[config.mk]
export PLATFORM = sky130hd
export DESIGN_NAME = fsm_demux_fifo
export DESIGN_NICKNAME = d
export VERILOG_FILES = /design/src/rtl/fsm_demux_fifo.sv
export SDC_FILE = /design/constraint.sdc
export NUM_CORES = 1
export LEC_CHECK = 0
export ABC_AREA = 1
export BUFFER_PORTS_ARGS = -buffer_cell sky130_fd_sc_hd__buf_2
export CAP_MARGIN = 10
export CORE_UTILIZATION = 28
export DETAILED_ROUTE_END_ITERATION = 8
export MAX_ROUTING_LAYER = met4
export PLACE_DENSITY = 0.55
export SETUP_SLACK_MARGIN = 0.02
export SLEW_MARGIN = 20
export SYNTH_ARGS = -nofsm -noshare
export SYNTH_HDL_FRONTEND = slang
export SYNTH_SLANG_ARGS = --single-unit
export TNS_END_PERCENT = 30
[constraint.sdc]
create_clock -name clk -period 8 [get_ports clk]
set_clock_uncertainty 0.15 [all_clocks]
set_input_delay 0.4 -clock clk [delete_from_list [all_inputs] [get_ports clk]]
set_output_delay 0.4 -clock clk [all_outputs]
set_load 0.01 [all_outputs]
[src/rtl/fsm_demux_fifo.sv]
// Routes validated upstream words by their top bit into two FWFT lane FIFOs.
// While the upstream stage reports an error the words are discarded, and each one is counted.
module fsm_demux_fifo #(
  parameter int unsigned DATA_WIDTH = 16,
  parameter int unsigned FIFO_DEPTH = 4,
  parameter int unsigned ADDR_W     = 2,
  parameter int unsigned CNT_W      = 8
) (
  input  logic                  clk,
  input  logic                  reset,
  input  logic [DATA_WIDTH-1:0] bus_data_in,
  input  logic                  valid_in,
  input  logic                  error_in,
  input  logic                  pop_0,
  input  logic                  pop_1,
  output logic [DATA_WIDTH-1:0] data_out_0,
  output logic [DATA_WIDTH-1:0] data_out_1,
  output logic                  empty_0,
  output logic                  empty_1,
  output logic                  full_0,
  output logic                  full_1,
  output logic [CNT_W-1:0]      drop_count,
  output logic [1:0]            state_out
);

  localparam int unsigned CntW = ADDR_W + 1;
  localparam logic [CntW-1:0] DepthCnt = CntW'(FIFO_DEPTH);

  typedef enum logic [1:0] {
    StIdle = 2'd0,
    StPass = 2'd1,
    StDrop = 2'd2
  } state_e;

  state_e state_q, state_d;

  logic                  lane_sel;
  logic                  lane_blocked;
  logic                  accept;
  logic                  drop;
  logic [1:0]            pop_req;
  logic [1:0]            can_pop;
  logic [1:0]            push;

  logic [ADDR_W-1:0]     wr_ptr_q [2];
  logic [ADDR_W-1:0]     wr_ptr_d [2];
  logic [ADDR_W-1:0]     rd_ptr_q [2];
  logic [ADDR_W-1:0]     rd_ptr_d [2];
  logic [CntW-1:0]       count_q  [2];
  logic [CntW-1:0]       count_d  [2];
  logic [DATA_WIDTH-1:0] head_q   [2];
  logic [DATA_WIDTH-1:0] head_d   [2];
  logic [1:0]            empty_q, empty_d;
  logic [1:0]            full_q, full_d;
  logic [CNT_W-1:0]      drop_cnt_q, drop_cnt_d;
  logic [DATA_WIDTH-1:0] mem_q [2][FIFO_DEPTH];

  // Accept / drop decision; a full lane still accepts when it is popped the same cycle.
  always_comb begin
    lane_sel     = bus_data_in[DATA_WIDTH-1];
    pop_req      = {pop_1, pop_0};
    can_pop      = pop_req & ~empty_q;
    lane_blocked = full_q[lane_sel] & ~pop_req[lane_sel];
    accept       = valid_in & ~error_in & (state_q != StDrop) & ~lane_blocked;
    drop         = valid_in & ~accept;
    push         = 2'b00;
    if (accept) begin
      push[lane_sel] = 1'b1;
    end
  end

  always_comb begin
    for (int l = 0; l < 2; l++) begin
      rd_ptr_d[l] = rd_ptr_q[l] + ADDR_W'(can_pop[l]);
      wr_ptr_d[l] = wr_ptr_q[l] + ADDR_W'(push[l]);
      count_d[l]  = count_q[l] + CntW'(push[l]) - CntW'(can_pop[l]);
      empty_d[l]  = (count_d[l] == '0);
      full_d[l]   = (count_d[l] == DepthCnt);
      head_d[l]   = head_q[l];
      // The incoming word becomes the head when it lands in the slot the read pointer moves to.
      if (count_d[l] != '0) begin
        if (push[l] && (wr_ptr_q[l] == rd_ptr_d[l])) begin
          head_d[l] = bus_data_in;
        end else begin
          head_d[l] = mem_q[l][rd_ptr_d[l]];
        end
      end
    end
  end

  always_comb begin
    drop_cnt_d = drop_cnt_q;
    if (drop && (drop_cnt_q != '1)) begin
      drop_cnt_d = drop_cnt_q + CNT_W'(1);
    end
  end

  always_ff @(posedge clk or negedge reset) begin
    if (!reset) begin
      for (int l = 0; l < 2; l++) begin
        wr_ptr_q[l] <= '0;
        rd_ptr_q[l] <= '0;
        count_q[l]  <= '0;
        head_q[l]   <= '0;
      end
      empty_q    <= 2'b11;
      full_q     <= 2'b00;
      drop_cnt_q <= '0;
    end else begin
      for (int l = 0; l < 2; l++) begin
        wr_ptr_q[l] <= wr_ptr_d[l];
        rd_ptr_q[l] <= rd_ptr_d[l];
        count_q[l]  <= count_d[l];
        head_q[l]   <= head_d[l];
      end
      empty_q    <= empty_d;
      full_q     <= full_d;
      drop_cnt_q <= drop_cnt_d;
    end
  end

  always_ff @(posedge clk) begin
    for (int l = 0; l < 2; l++) begin
      if (push[l]) begin
        mem_q[l][wr_ptr_q[l]] <= bus_data_in;
      end
    end
  end

  // FSM: state register, next-state logic, outputs.
  always_ff @(posedge clk or negedge reset) begin
    if (!reset) begin
      state_q <= StIdle;
    end else begin
      state_q <= state_d;
    end
  end

  always_comb begin
    state_d = state_q;
    unique case (state_q)
      StIdle: begin
        if (error_in)      state_d = StDrop;
        else if (valid_in) state_d = StPass;
      end
      StPass: begin
        if (error_in)       state_d = StDrop;
        else if (!valid_in) state_d = StIdle;
      end
      StDrop: begin
        if (!valid_in && !error_in) state_d = StIdle;
      end
      default: state_d = StIdle;
    endcase
  end

  always_comb begin
    state_out  = state_q;
    data_out_0 = head_q[0];
    data_out_1 = head_q[1];
    empty_0    = empty_q[0];
    empty_1    = empty_q[1];
    full_0     = full_q[0];
    full_1     = full_q[1];
    drop_count = drop_cnt_q;
  end

endmodule
# ---- After elaboration in Yosys (flattened, before gate mapping)
# Memories as Yosys holds them, arrays and structs flattened.
# Cells that the tools add are included.
dict set report totals {
  register_bits 60
  latchBits 0
  ramBits 128
  rom_bits 0
  output_inout_bits 46
  wordCells 104
  mem_count 1
}
# name depth word_bits read_ports rd_ports_with_merged_regs write_ports line_no
set mem_list {}
lappend mem_list {mem_q 2 64 2 0 1 56} ;# logic [DATA_WIDTH-1:0] mem_q [2][FIFO_DEPTH];
dict set report op_classes {
  n_addsub 9
  multipliers 0
  div 0
  magnitude_cmp 8
  n_eq_ne 11
  shift 0
  n_mux 32
  n_bitwise 15
  reduce_logical 16
}
# operator count
set ops {}
lappend ops {{64-bit 2-to-1 mux} 4}
lappend ops {{16-bit 2-to-1 mux} 8}
lappend ops {{16-bit binary-select mux with 2-bit select} 2}
lappend ops {{16-bit demux with 2-bit select} 2}
lappend ops {{64-bit OR reduction} 1}
lappend ops {{3-bit greater-or-equal comparator (second input constant)} 4}
lappend ops {{2-bit 2-to-1 mux} 6}
lappend ops {{2-bit inverter with 3-bit output} 4}
lappend ops {{2-bit by 1-bit adder with 2-bit output} 4}
lappend ops {{8-bit by 1-bit adder with 8-bit output (second input constant)} 1}
lappend ops {{1-bit 2-to-1 mux} 8}
lappend ops {{8-bit inequality test (second input constant)} 1}
lappend ops {{1-bit logical AND} 7}
lappend ops {{3-bit by 1-bit adder with 3-bit output} 2}
lappend ops {{3-bit equality test (second input constant)} 2}
lappend ops {{3-bit logical NOT} 2}
lappend ops {{3-bit by 1-bit less-than comparator with 1-bit output (second input constant)} 2}
lappend ops {{3-bit inequality test (second input constant)} 2}
lappend ops {{2-bit case mux with 3 select lines} 1}
lappend ops {{3-bit nonzero test} 2}
lappend ops {{3-bit by 1-bit subtractor with 3-bit output} 2}
lappend ops {{1-bit bitwise AND} 5}
lappend ops {{2-bit equality test} 2}
lappend ops {{2-bit inequality test (second input constant)} 2}
lappend ops {{11 further kinds} 15}

# ---- Longest topological paths before layout
# Gate-level depths: netlist (run 1).
dict set report depth {
  ltp_word 11
  mapped_depth 16
  ltp_nobuf 14
}

# ---- Worst setup path before layout (run 1)
# No wires, ideal clock.
dict set report synth_path {
  path_kind {in2reg}
  startpoint {input error_in}
  endpoint {memory mem_q[0][0] (netlist name) (enable)}
  arrival_ps 2180
  required_ps 7441
  setup_slack_ps 5261
  stages 6
  path_buffers 1
  path_cell_list {inv_1 nand2_1 nor2_2 nand4_2 buf_4 nor3_1}
}
dict set report synth_via {
  elab_chain_len 9
}
# element line_no
set synth_rtl {}
lappend synth_rtl {{start: declaration} 13} ;# input logic error_in,
lappend synth_rtl {{1-bit inverter (*)} 64} ;# accept = valid_in & ~error_in & (state_q != StDrop) & ~lane_blocked;
lappend synth_rtl {{1-bit bitwise AND (*) (3 in series)} 64}
lappend synth_rtl {{2-bit 2-to-1 mux (*)} 67} ;# if (accept) begin
lappend synth_rtl {{1-bit 2-to-1 mux} 124} ;# if (push[l]) begin
lappend synth_rtl {{64-bit 2-to-1 mux (not written as such)} 125} ;# mem_q[l][wr_ptr_q[l]] <= bus_data_in;
lappend synth_rtl {{64-bit OR reduction (no source line)} --}
lappend synth_rtl {{1-bit 2-to-1 mux (no source line) / 64-bit 2-to-1 mux (equally long branches)} --}
lappend synth_rtl {{end: declaration} 56}
# Every way passes the cells marked *; elsewhere a longest branch is shown, timed or not.

# ---- Worst setup path after layout (run 1)
dict set report layout_path {
  startpoint {register state_q[1] (netlist: state_out[1])}
  endpoint {register head_q, in the netlist data_out_0[8]}
}
dict set report layout_via {
  elab_chain_len 7
}
# element line_no
set layout_rtl {}
lappend layout_rtl {{start: declaration} 35} ;# state_e state_q, state_d;
lappend layout_rtl {{start signal: assignment} 133} ;# state_q <= StIdle;
lappend layout_rtl {{start signal: assignment} 135} ;# state_q <= state_d;
lappend layout_rtl {{2-bit inequality test (*)} 64}
lappend layout_rtl {{1-bit bitwise AND (*) (2 in series)} 64}
lappend layout_rtl {{2-bit 2-to-1 mux (*)} 67}
lappend layout_rtl {{3-bit by 1-bit adder with 3-bit output} 76} ;# count_d[l] = count_q[l] + CntW'(push[l]) - CntW'(can_pop[l]);
lappend layout_rtl {{3-bit by 1-bit subtractor with 3-bit output} 76}
lappend layout_rtl {{3-bit nonzero test} 81} ;# if (count_d[l] != '0) begin
lappend layout_rtl {{end signal: indexed assignment} 114} ;# head_q[l] <= head_d[l];
lappend layout_rtl {{end: declaration} 51} ;# logic [DATA_WIDTH-1:0] head_q [2];
# Marked as above.
# A chain may end at the register's enable or synchronous reset.

==> results by group, run 1 <==
Clock network
  – Clock root cell: clkbuf_16
  – CTS tree: yes
  – # hold bufs at CTS: 0
  – Cts repair resizes: 0
  – CTS H-tree depth: 4
  – Worst-path clk slew: approximately 0.070 ns
  – CTS max path bufs: 2
  – Setup Fix Bufs, Post-CTS: 0
  – Clock buffer count from CTS: 17
  – # clock sinks: 188
  – Clock latency at the later pin of the worst-skew pair: 0.43 ns

Synth
  – Top-count cell post-synth: nand2_1
  – FFs w/ async S/R, synth: about a third
  – Top_reg_cell synth: edfxtp_1
  – Cell variety after synth: 31
  – Most area-hungry cell type in the Yosys netlist: edfxtp_1
  – Net Count, Synth: between 800 and 900
  – Synth top area cells: edfxtp_1 47%, dfrtp_1 18%, nand2_1 9.3%
  – Syn Area/Cell: 10.4 um2
  – Post-synth top cells: 203 x nand2_1, 128 x edfxtp_1, 111 x o21ai_0
  – Sequential share of the synthesized area: 65.3%
  – Warning count from the yosys run: 0
  – Register bit count reported by yosys: 188
  – Post-synth EDFFs: 128
  – Post-Synthesis Cells: 789
  – Syn Std Cell Area: 8190 um2
  – Share of the synthesized area in the top cell type: 46.9%

Pwr
  – P_leak: approximately 4 nW
  – Peak VDD IR: 148 uV
  – PwrDens: 376 nW/um2

Route
  – Antenna viol nets, final: 0
  – WL final: 18,600 um
  – Routed length per instance: approximately 15 um
  – Initial DRT Pass Iterations: 5
  – DR vias: 5,464
  – DR iter-0 viols: 403
  – # DRC: 0
  – Avg Vias per Cell: approximately 4.4

Final layout
  – Fin cells: approximately 1,200
  – Diodes inserted: 0
  – Finished Cell Area: 9550 um2
  – Layout cell share with drive strength beyond 1: 14.7%
  – Area delta synth->final: 16.7%
  – Layout fillers: between 2,000 and 3,000
  – Layout Nets: 878

Global route
  – Initial antenna violation count: 0
  – First-pass GRT wire length: 29,100 um
  – Remaining global-route overflow: 0
  – GR Util All Layers: around an eighth
  – Vias in the first global route: 5,076
  – Largest net degree at the start of global routing: 65

Critical path
  – CP max FO: 18
  – Reg2reg end: data_out_0[8]$_DFFE_PN0P_
  – R2r worst-path depth: 13
  – Worst endpoint required time: ~8.2 ns
  – Crit Path Class: flop to flop
  – CP Cell Sequence: inv_1 -> nor2_1 -> nor2_2 -> nand3_2 -> nor2_4 -> ha_1 -> fa_1 -> xnor2_1 -> nand2_1 -> nand3_2 -> clkinv_1 -> nand2_1 -> nand2_1
  – CP Data Arrival Time: 3.57 ns
  – Worst path slowest cell: clkinv_1
  – Element type at the critical path start: flop
  – R2R setup slack: 4.60 ns
  – Reg-to-Reg Start: state_out[1]$_DFFE_PN0P_
  – Critical Path Sink Type: flop
  – Critical path's largest stage delay: 0.53 ns
  – Most frequent CP cell: nand2_1

STA
  – Slew Limit Headroom: a little under a third
  – Tmin final: approximately 3.4 ns
  – Final setup margin: 4.60 ns
  – Setup TNS: 0 ns
  – F_max: around 290 MHz
  – Hold Fails Final Rpt: 18
  – Endpoints failing setup: 0
  – Crit share post-route: 42.5%
  – Max Slew Vio Count: 0
  – Hold WS: -0.0140 ns
  – Worst Max-Slew Pin Slew: 1.03 ns
  – RSZ-0062 raised after global routing: no

Status
  – Failing checks: negative hold slack
  – Outcome: finished, violations left

Floorplanning
  – Ports: 68
  – Initial Util: 28.5%
  – Die H: 173 um
  – Rows: 62
  – Die Wd: 173 um
  – Die area: 29,900 um2
  – Core Region: 28,700 um2

Placed design
  – Placer congestion estimate: approximately 0.78
  – HPWL Detailed: 12,300 um
  – Pre-CTS WS: 4.36 ns
  – PortBufs: 67
  – Placed Area: slightly below 9000 um2
  – Placed cell count: 1,210

Flow run
  – Max Cap Viol: 0

Hold path
  – Hold Crit Class: input port to async pin
[cells by family (layout without fill, tap and decap cells)]
group / count (synthesis) / after routing / share of synthesized area [%]
buffers and inverters: 143 / 212 / 7.24
DFF: 188 / 188 / 65.3
and+or+nand+nor: 306 / 306 / 16.1
AOI/OAI and AO/OA: 126 / 126 / 7.79
adders and majority gates: 11 / 11 / 1.86
xor gates and xnor gates: 11 / 11 / 1.18
muxes: 4 / 4 / 0.520
[power breakdown]
group          switching [mW]  internal [mW]
combinational           0.947          0.424
sequential              0.120           1.23
clock                   0.392          0.482
[registers in the layout, indices dropped and copies added (netlist names)]
| name | cells |
|---|---|
| data_out_1 | 16 |
| rd_ptr_q | 4 |
| data_out_0 | 16 |
| mem_q | 128 |
| full_q | 2 |
| state_out | 2 |
| count_q | 6 |
| wr_ptr_q | 4 |
| empty_q | 2 |
| drop_count | 8 |
[stage by stage]
step	utilization [%]	hold slack, ns	power [mW]
final	33.3	-0.0140	3.59
after global routing	33.3	0.0513	3.88
after global placement	31.1	0.311	2.74
after detailed placement	31.1	0.311	2.76
after floorplan	-	-0.0456	2.32
after CTS	33.3	0.0369	3.64
[worst max-delay path by stage]
stage | start | endpoint | slack [ns] | depth (start not counted)
after floorplan | error_in | mem_q[0][0]$_DFFE_PP_ | 5.26 | 6
after global placement | error_in | data_out_0[8]$_DFFE_PN0P_ | 4.43 | 14
after detailed placement | error_in | data_out_0[4]$_DFFE_PN0P_ | 4.36 | 14
after CTS | state_out[1]$_DFFE_PN0P_ | data_out_0[2]$_DFFE_PN0P_ | 4.55 | 13
after global routing | state_out[1]$_DFFE_PN0P_ | data_out_0[1]$_DFFE_PN0P_ | 4.32 | 13
final | state_out[1]$_DFFE_PN0P_ | data_out_0[8]$_DFFE_PN0P_ | 4.60 | 13
[cell usage in the layout (no fill, tap or decap), drive strengths merged, types with 6 or more instances in the layout]
cell | netlist | final
nand2 | 204 | 204
edfxtp | 128 | 128
o21ai | 123 | 123
inv | 108 | 114
nand3 | 77 | 77
buf | 21 | 70
dfrtp | 58 | 58
clkbuf | 12 | 18
nor2 | 14 | 14
xnor2 | 9 | 9
ha | 9 | 9
nor3 | 9 | 9
clkinv | 2 | 6
[worst max-delay path, delay by kind of cell (launching register included)]
family	cells	cell delay, ns
simple gates	8	1.58
buf+inv	2	0.59
fa+ha+maj	2	0.42
flops	1	0.40
xor+xnor	1	0.14
[layer usage]
layer  wire, um  vias to the layer above  global-route usage [%]
met4        291                        0                    4.35
met1       8830                     2590                    17.7
li1           -                     2727                       -
met5          0                        -                       -
met2       8730                      129                    19.9
met3        792                       18                    2.68
[final cells by class]
class | count | area, um2 | area share [%]
sequential | 188 | 5350 | 56.0
multi-input combinational | 458 | 2340 | 24.5
tap | 384 | 480 | 5.03
clock buffer | 18 | 439 | 4.60
inverter | 110 | 413 | 4.32
timing repair buffer | 70 | 358 | 3.75
clock inverter | 14 | 178 | 1.86
(Power assumes the default switching activity.)
==> run 2, diff against run 1 <==
--- a/config.mk
+++ b/config.mk
@@ -5,13 +5,13 @@
 export SDC_FILE = /design/constraint.sdc
 export NUM_CORES = 1
 export LEC_CHECK = 0
-export ABC_AREA = 1
+export ABC_AREA = 0
 export BUFFER_PORTS_ARGS = -buffer_cell sky130_fd_sc_hd__buf_2
 export CAP_MARGIN = 10
 export CORE_UTILIZATION = 28
 export DETAILED_ROUTE_END_ITERATION = 8
 export MAX_ROUTING_LAYER = met4
-export PLACE_DENSITY = 0.55
+export PLACE_DENSITY = 0.57
 export SETUP_SLACK_MARGIN = 0.02
 export SLEW_MARGIN = 20
 export SYNTH_ARGS = -nofsm -noshare
==> constraint.sdc (replaced) <==
create_clock -name clk -period 3.1 [get_ports clk]
set_clock_uncertainty 0.15 [all_clocks]
set_input_delay 0.155 -clock clk [delete_from_list [all_inputs] [get_ports clk]]
set_output_delay 0.155 -clock clk [all_outputs]
set_load 0.01 [all_outputs]
==> results by group, run 2 <==
STA
  – Setup TNS: 0 ns (unchanged)
  – Worst Max-Slew Pin Slew: 0.665 ns (-0.361 ns)
  – Tmin final: 2.97 ns (-0.435 ns)
  – Hold Fails Final Rpt: 0 (-18)
  – Endpoints failing setup: 0 (unchanged)
  – Final setup margin: 0.132 ns (-4.46 ns)
  – Crit share post-route: 95.7% (+53 points)
  – RSZ-0062 raised after global routing: no
  – Slew Limit Headroom: 55.2% (+24 points)
  – F_max: 337 MHz (+15%)
  – Max Slew Vio Count: 0 (unchanged)
  – Hold WS: 0.0527 ns (+0.0667 ns)

Synth
  – Post-Synthesis Cells: 456 (-42%)
  – Synth top area cells: edfxtp_1 50%, dfrtp_1 19%, mux4_2 9.4%
  – FFs w/ async S/R, synth: 31.9% (unchanged)
  – Sequential share of the synthesized area: 69.7% (+4.4 points)
  – Post-Synth XOR/XNOR Area: 2.74% (+1.6 points)
  – Largest family of logic cells by synthesized area: multiplexers
  – Share of the synthesized area in the top cell type: 50.1% (+3.1 points)
  – Post-Synth Simple-Gate Area: 5.54% (-11 points)
  – Multiplexer share of the synthesized area: 9.69% (+9.2 points)
  – Most area-hungry cell type in the Yosys netlist: edfxtp_1
  – Warning count from the yosys run: 0 (unchanged)
  – Post-synth top cells: 128 x edfxtp_1, 58 x dfrtp_1, 36 x nor2_1
  – Net Count, Synth: 489 (-41%)
  – Post-Synth Adder-Cell Area: 1.99% (+0.12 points)
  – Top-count cell post-synth: edfxtp_1
  – Register bit count reported by yosys: 188 (unchanged)
  – Cell variety after synth: 42 (+35%)
  – Top_reg_cell synth: edfxtp_1
  – Compound-gate portion of the synthesized area: 7.21% (-0.59 points)
  – Syn Std Cell Area: 7670 um2 (-6.3%)
  – Syn Area/Cell: 16.8 um2 (+62%)
  – Post-synth EDFFs: 128 (unchanged)

Critical path
  – Worst path slowest cell: or4_4
  – Worst endpoint required time: 3.25 ns (-4.92 ns)
  – Critical path's largest stage delay: 0.53 ns (about the same)
  – CP max FO: 21 (+3)
  – Crit Path Class: flop to flop
  – CP Cell Sequence: nor2b_2 -> or4_4 -> clkinv_8 -> ha_1 -> fa_1 -> xnor3_1 -> or3_4 -> buf_4 -> nor2_1 -> a21oi_1
  – Critical Path Sink Type: flop
  – CP Data Arrival Time: 3.12 ns (-0.45 ns)
  – Element type at the critical path start: flop
  – Crit path max-delay family: simple AND/OR/NAND/NOR gates
  – CP bufs+invs: 2 (unchanged)

Final layout
  – Area delta synth->final: 20.1%
  – Diodes inserted: 0 (unchanged)
  – Layout cell share with drive strength beyond 1: 29.6% (+15 points)
  – Number of flip-flops in the largest register: 128 (unchanged)
  – Commonest non-fill, non-tap cell in the layout: edfxtp_1
  – Layout Nets: 594 (-32%)
  – Most frequent cells in the layout: 128 x edfxtp_1, 66 x buf_2, 58 x dfrtp_1
  – Fin cells: 915 (-26%)
  – Finished Core Util: 34.2% (+0.91 points)
  – Finished Cell Area: 9210 um2 (-3.5%)

Clock network
  – # clock sinks: 188 (unchanged)
  – CTS tree: yes
  – Clock buffer count from CTS: 17 (unchanged)
  – Setup Fix Bufs, Post-CTS: 0 (unchanged)
  – Clock latency at the later pin of the worst-skew pair: 0.43 ns (about the same)
  – Worst-path clk slew: 0.07 ns (about the same)
  – CTS H-tree depth: 4 (unchanged)
  – CTS max path bufs: 2 (unchanged)
  – Clock root cell: clkbuf_16

Placed design
  – Placer congestion estimate: 0.731 (-6.0%)
  – Pre-CTS WS: 0.0924 ns (-4.27 ns)
  – PortBufs: 67 (unchanged)
  – HPWL Detailed: 11,300 um (-8.2%)
  – Placed Area: 8470 um2 (-5.2%)
  – Placed cell count: 864 (-29%)

Global route
  – Initial antenna violation count: 0 (unchanged)
  – Remaining global-route overflow: 0 (unchanged)
  – Vias in the first global route: 4,687 (-7.7%)
  – First-pass GRT wire length: 27,300 um (-6.3%)
  – Largest net degree at the start of global routing: 28 (-57%)
  – GR Util All Layers: 13.3% (+0.062 points)

Floorplanning
  – Die area: 28,100 um2 (-6.2%)
  – Rows: 60 (-3.2%)
  – Die Wd: 168 um (-3.2%)
  – Ports: 68 (unchanged)
  – Die H: 168 um (-3.2%)
  – Initial Util: 28.5% (-0.054 points)
  – Core Region: 27,000 um2 (-6.1%)

Route
  – Initial DRT Pass Iterations: 4 (-1)
  – # DRC: 0 (unchanged)
  – Routed length per instance: 18.8 um (+25%)
  – Antenna viol nets, final: 0 (unchanged)
  – Avg Vias per Cell: 4.87 (+11%)
  – WL final: 17,200 um (-7.9%)
  – DR iter-0 viols: 250 (-38%)
  – DR vias: 4,453 (-19%)

Pwr
  – P_leak: 3.35 nW (-16%)
  – Overall power: 9.04 mW (+150%)
  – Peak VDD IR: 407 uV (+180%)
  – PwrDens: 981 nW/um2 (+160%)

Status
  – Outcome: completed

Flow run
  – Max Cap Viol: 0 (unchanged)

Hold path
  – Hold Crit Class: input port to async pin
==> run 2: cell count changes after synthesis, sizes merged, moves of 8 or more <==
cell	change
o21ai	-90
nor2	+22
xor2	+8
a41oi	+22
clkbuf	-9
a21oi	+24
mux4	+32
nand3	-75
inv	-97
nand2	-198
a31oi	+8
==> run 2: worst paths after layout <==
kind / start / end / slack (ns) / depth (start not counted)
min in group clk: valid_in / drop_count[7]$_DFFE_PN0P_ / 0.07 / 4
setup / recovery: state_out[1]$_DFFE_PN0P_ / data_out_1[6]$_DFFE_PN0P_ / 0.13 / 10
hold reg to reg: drop_count[5]$_DFFE_PN0P_ / drop_count[5]$_DFFE_PN0P_ / 0.34 / 1
setup reg to reg: state_out[1]$_DFFE_PN0P_ / data_out_1[6]$_DFFE_PN0P_ / 0.13 / 10
max in group asynchronous: reset / empty_q[1]$_DFF_PN1_ / 1.98 / 3
hold / removal: reset / count_q[4]$_DFF_PN0_ / 0.05 / 2
==> run 2: final cells by class <==
type / instances / area, um2
Clock buffer: 21 / 450
Clock inverter: 11 / 85.1
Fill cell: 2582 / 17700
Inverter: 13 / 80.1
Multi-Input combinational cell: 231 / 2110
Sequential cell: 188 / 5350
Tap cell: 341 / 427
Timing Repair Buffer: 110 / 712
==> run 2: power by group <==
part           switching [mW]  internal, mW  total (mW)
sequential              0.349          3.15        3.50
clock                   0.936          1.06        2.00
combinational            2.01          1.54        3.55
total                    3.29          5.75        9.04
==> run 2: cells by family after synthesis <==
logic type / after synthesis
buffers and inverters: 37
and+or+nand+nor: 81
AOI/OAI and AO/OA: 89
muxes: 34
adders and majority gates: 11
xor gates and xnor gates: 16
DFF: 188
==> run 2: per-layer routing <==
| layer | GRT usage [%] | vias up | share of wire, % |
|---|---|---|---|
| met5 | - | - | 0 |
| li1 | - | 1992 | - |
| met3 | 2.60 | 15 | 3.6 |
| met2 | 21.6 | 107 | 50 |
| met1 | 16.9 | 2339 | 45 |
| met4 | 3.59 | 0 | 1.2 |
==> run 2: what timing repair did <==
action | 4_1_cts | 5_1_grt
endpoints found under the hold margin | 171 | 0
setup endpoints to repair | 0 | 32
resized for setup | 0 | 7
hold buffers | 19 | 0
==> run 3, diff against run 2 <==
--- a/config.mk
+++ b/config.mk
@@ -6,8 +6,7 @@
 export NUM_CORES = 1
 export LEC_CHECK = 0
 export ABC_AREA = 0
-export BUFFER_PORTS_ARGS = -buffer_cell sky130_fd_sc_hd__buf_2
-export CAP_MARGIN = 10
+export BUFFER_PORTS_ARGS = -buffer_cell sky130_fd_sc_hd__clkbuf_2
 export CORE_UTILIZATION = 28
 export DETAILED_ROUTE_END_ITERATION = 8
 export MAX_ROUTING_LAYER = met4
==> results by group, run 3 (synthesis results as in run 2) <==
Final layout
  – Area delta synth->final: 21.1%
  – Diodes inserted: 0 (unchanged)
  – Finished Core Util: 34.5% (+0.28 points)
  – Layout cell share with drive strength beyond 1: 30.0% (+0.42 points)
  – Layout fillers: 2,544 (-1.5%)
  – Commonest non-fill, non-tap cell in the layout: edfxtp_1
  – Layout Nets: 596 (+0.34%)
  – Most frequent cells in the layout: 128 x edfxtp_1, 67 x clkbuf_2, 58 x dfrtp_1
  – Number of flip-flops in the largest register: 128 (unchanged)

Clock network
  – Clock buffer count from CTS: 17 (unchanged)
  – Clock root cell: clkbuf_16
  – CTS tree: yes
  – CTS max path bufs: 2 (unchanged)
  – Clock latency at the later pin of the worst-skew pair: 0.43 ns (about the same)
  – CTS H-tree depth: 4 (unchanged)
  – Worst-path clk slew: 0.07 ns (about the same)
  – # clock sinks: 188 (unchanged)

Hold path
  – Hold Crit Class: input port to flop

Placed design
  – HPWL Detailed: 11,300 um (about the same)
  – PortBufs: 67 (unchanged)
  – Placer congestion estimate: 0.749 (+2.5%)
  – Pre-CTS WS: 0.0375 ns (-0.0549 ns)

Global route
  – Met2 Use GR: 21.9% (+0.33 points)
  – Met3 global-route usage: 2.43% (-0.17 points)
  – Remaining global-route overflow: 0 (unchanged)
  – GR Util All Layers: 13.3% (+0.079 points)
  – Initial antenna violation count: 0 (unchanged)
  – Largest net degree at the start of global routing: 37 (+32%)
  – First-pass GRT wire length: 27,400 um (+0.28%)
  – GRT busiest layer: met2
  – Met1 Track Usage GR: 16.5% (-0.34 points)
  – Vias in the first global route: 4,675 (-0.26%)

Route
  – Routed length per instance: 19.0 um (+1.2%)
  – Avg Vias per Cell: 4.84 (-0.51%)
  – Antenna viol nets, final: 0 (unchanged)
  – # DRC: 0 (unchanged)
  – WL final: 17,400 um (+1.4%)
  – Initial DRT Pass Iterations: 4 (unchanged)
  – DR vias: 4,440 (-0.29%)
  – DR iter-0 viols: 294 (+18%)

Critical path
  – CP max FO: 19 (-9.5%)
  – CP Data Arrival Time: 3.13 ns (about the same)
  – Critical Path Sink Type: flop
  – Element type at the critical path start: flop
  – Worst endpoint required time: 3.25 ns (about the same)
  – Crit Path Class: flop to flop

STA
  – Final setup margin: 0.114 ns (-0.0185 ns)
  – Slew Limit Headroom: 33.3% (-22 points)
  – Setup TNS: 0 ns (unchanged)
  – Hold WS: 0.00276 ns (-0.0499 ns)
  – Crit share post-route: 96.3% (+0.60 points)
  – Max Slew Vio Count: 0 (unchanged)
  – Hold Fails Final Rpt: 0 (unchanged)
  – Endpoints failing setup: 0 (unchanged)
  – F_max: 335 MHz (-0.62%)
  – Worst Max-Slew Pin Slew: 1.00 ns (+0.336 ns)
  – Tmin final: 2.99 ns (+0.0185 ns)
  – RSZ-0062 raised after global routing: yes

Floorplanning
  – Die area: 28,100 um2 (unchanged)
  – Initial Util: 28.5% (unchanged)
  – Die Wd: 168 um (unchanged)
  – Core Region: 27,000 um2 (unchanged)
  – Die H: 168 um (unchanged)
  – Ports: 68 (unchanged)
  – Rows: 60 (unchanged)

Pwr
  – Switch Pwr: 3.31 mW (+0.41%)
  – PwrDens: 996 nW/um2 (+1.5%)
  – Overall power: 9.25 mW (+2.3%)
  – Comb pwr share: 38.5% (-0.7 points)
  – Clk pwr share: 23.6% (+1.5 points)
  – Internal: 5.94 mW (+3.4%)
  – Peak VDD IR: 397 uV (-2.6%)
  – P_leak: 3.40 nW (+1.4%)
  – Sw Share: 35.8% (-0.67 points)
  – Part of the power in registers: 37.9% (-0.8 points)

Flow run
  – Max Cap Viol: 0 (unchanged)

Status
  – Outcome: completed
## run 3: cell types whose count changed in the layout (fill, tap and decap cells not counted)
cell       previous run  this run
bufinv_16             0         2
inv_8                 1         2
clkbuf_8              1         0
fa_2                  0         1
clkbuf_4              1         0
clkinv_2              4         2
buf_4                23        25
buf_2                66         0
clkbuf_16            17        18
clkbuf_2              0        67
inv_4                 0         1
fa_1                  2         1
inv_6                 5         3
## run 3: power groups by stage
stage	clock (mW)	combinational [mW]	sequential, mW
final	2.18	3.56	3.50
after detailed placement	0	3.52	3.57
after CTS	2.22	3.56	3.52
after global placement	0	3.44	3.55
after global routing	2.32	3.94	3.56
after floorplan	0	2.40	3.56
## run 3: final cells by class
cell class | count | area, um2 | area share (%)
clock buffers | 21 | 462 | 4.97
clock inverters | 11 | 133 | 1.43
inverters | 13 | 82.6 | 0.889
multi-input cells | 231 | 2110 | 22.8
flip-flops and latches | 188 | 5350 | 57.6
well taps | 341 | 427 | 4.59
repair buffers | 112 | 724 | 7.80
## run 3: what timing repair did
| item | 4_1_cts | 5_1_grt |
|---|---|---|
| hold endpoints to repair | 161 | 0 |
| hold buffers | 19 | 0 |
| buffers inserted | 0 | 2 |
| pin swaps | 0 | 3 |
| endpoints found under the setup margin | 1 | 31 |
| resized for setup | 1 | 7 |
## run 3: stage by stage
stage / cells / cell area (um2)
floorplan: 456 / 7680
global placement: 864 / 8470
detailed placement: 864 / 8470
CTS: 915 / 9260
global route: 917 / 9290
finish: 917 / 9290
## run 3: path summary, 6_finish.rpt
path | from | end | slack, ns | depth (start not counted)
max in group asynchronous | reset | empty_q[0]$_DFF_PN1_ | 1.58 | 3
min in group asynchronous | reset | drop_count[5]$_DFFE_PN0P_ | 0.27 | 2
setup / recovery | state_out[1]$_DFFE_PN0P_ | data_out_0[6]$_DFFE_PN0P_ | 0.11 | 9
hold reg to reg | drop_count[5]$_DFFE_PN0P_ | drop_count[5]$_DFFE_PN0P_ | 0.37 | 1
hold / removal | bus_data_in[10] | mem_q[0][106]$_DFFE_PP_ | 0.003 | 1
setup reg to reg | state_out[1]$_DFFE_PN0P_ | data_out_0[6]$_DFFE_PN0P_ | 0.11 | 9
## run 3: worst max-delay path, stage by stage (launching register included)
cell	delay [ns]
dfrtp_1	0.40
nor2b_2	0.19
or4_4	0.54
clkinv_8	0.12
ha_1	0.19
fa_2	0.48
or3_4	0.43
buf_6	0.19
nor2_1	0.11
a21oi_1	0.06
## run 3: per-layer routing
| layer | vias up | routed length (um) |
|---|---|---|
| met4 | 0 | 288 |
| met2 | 101 | 8830 |
| met3 | 26 | 569 |
| met1 | 2316 | 7730 |
| met5 | - | 0 |
| li1 | 1997 | - |
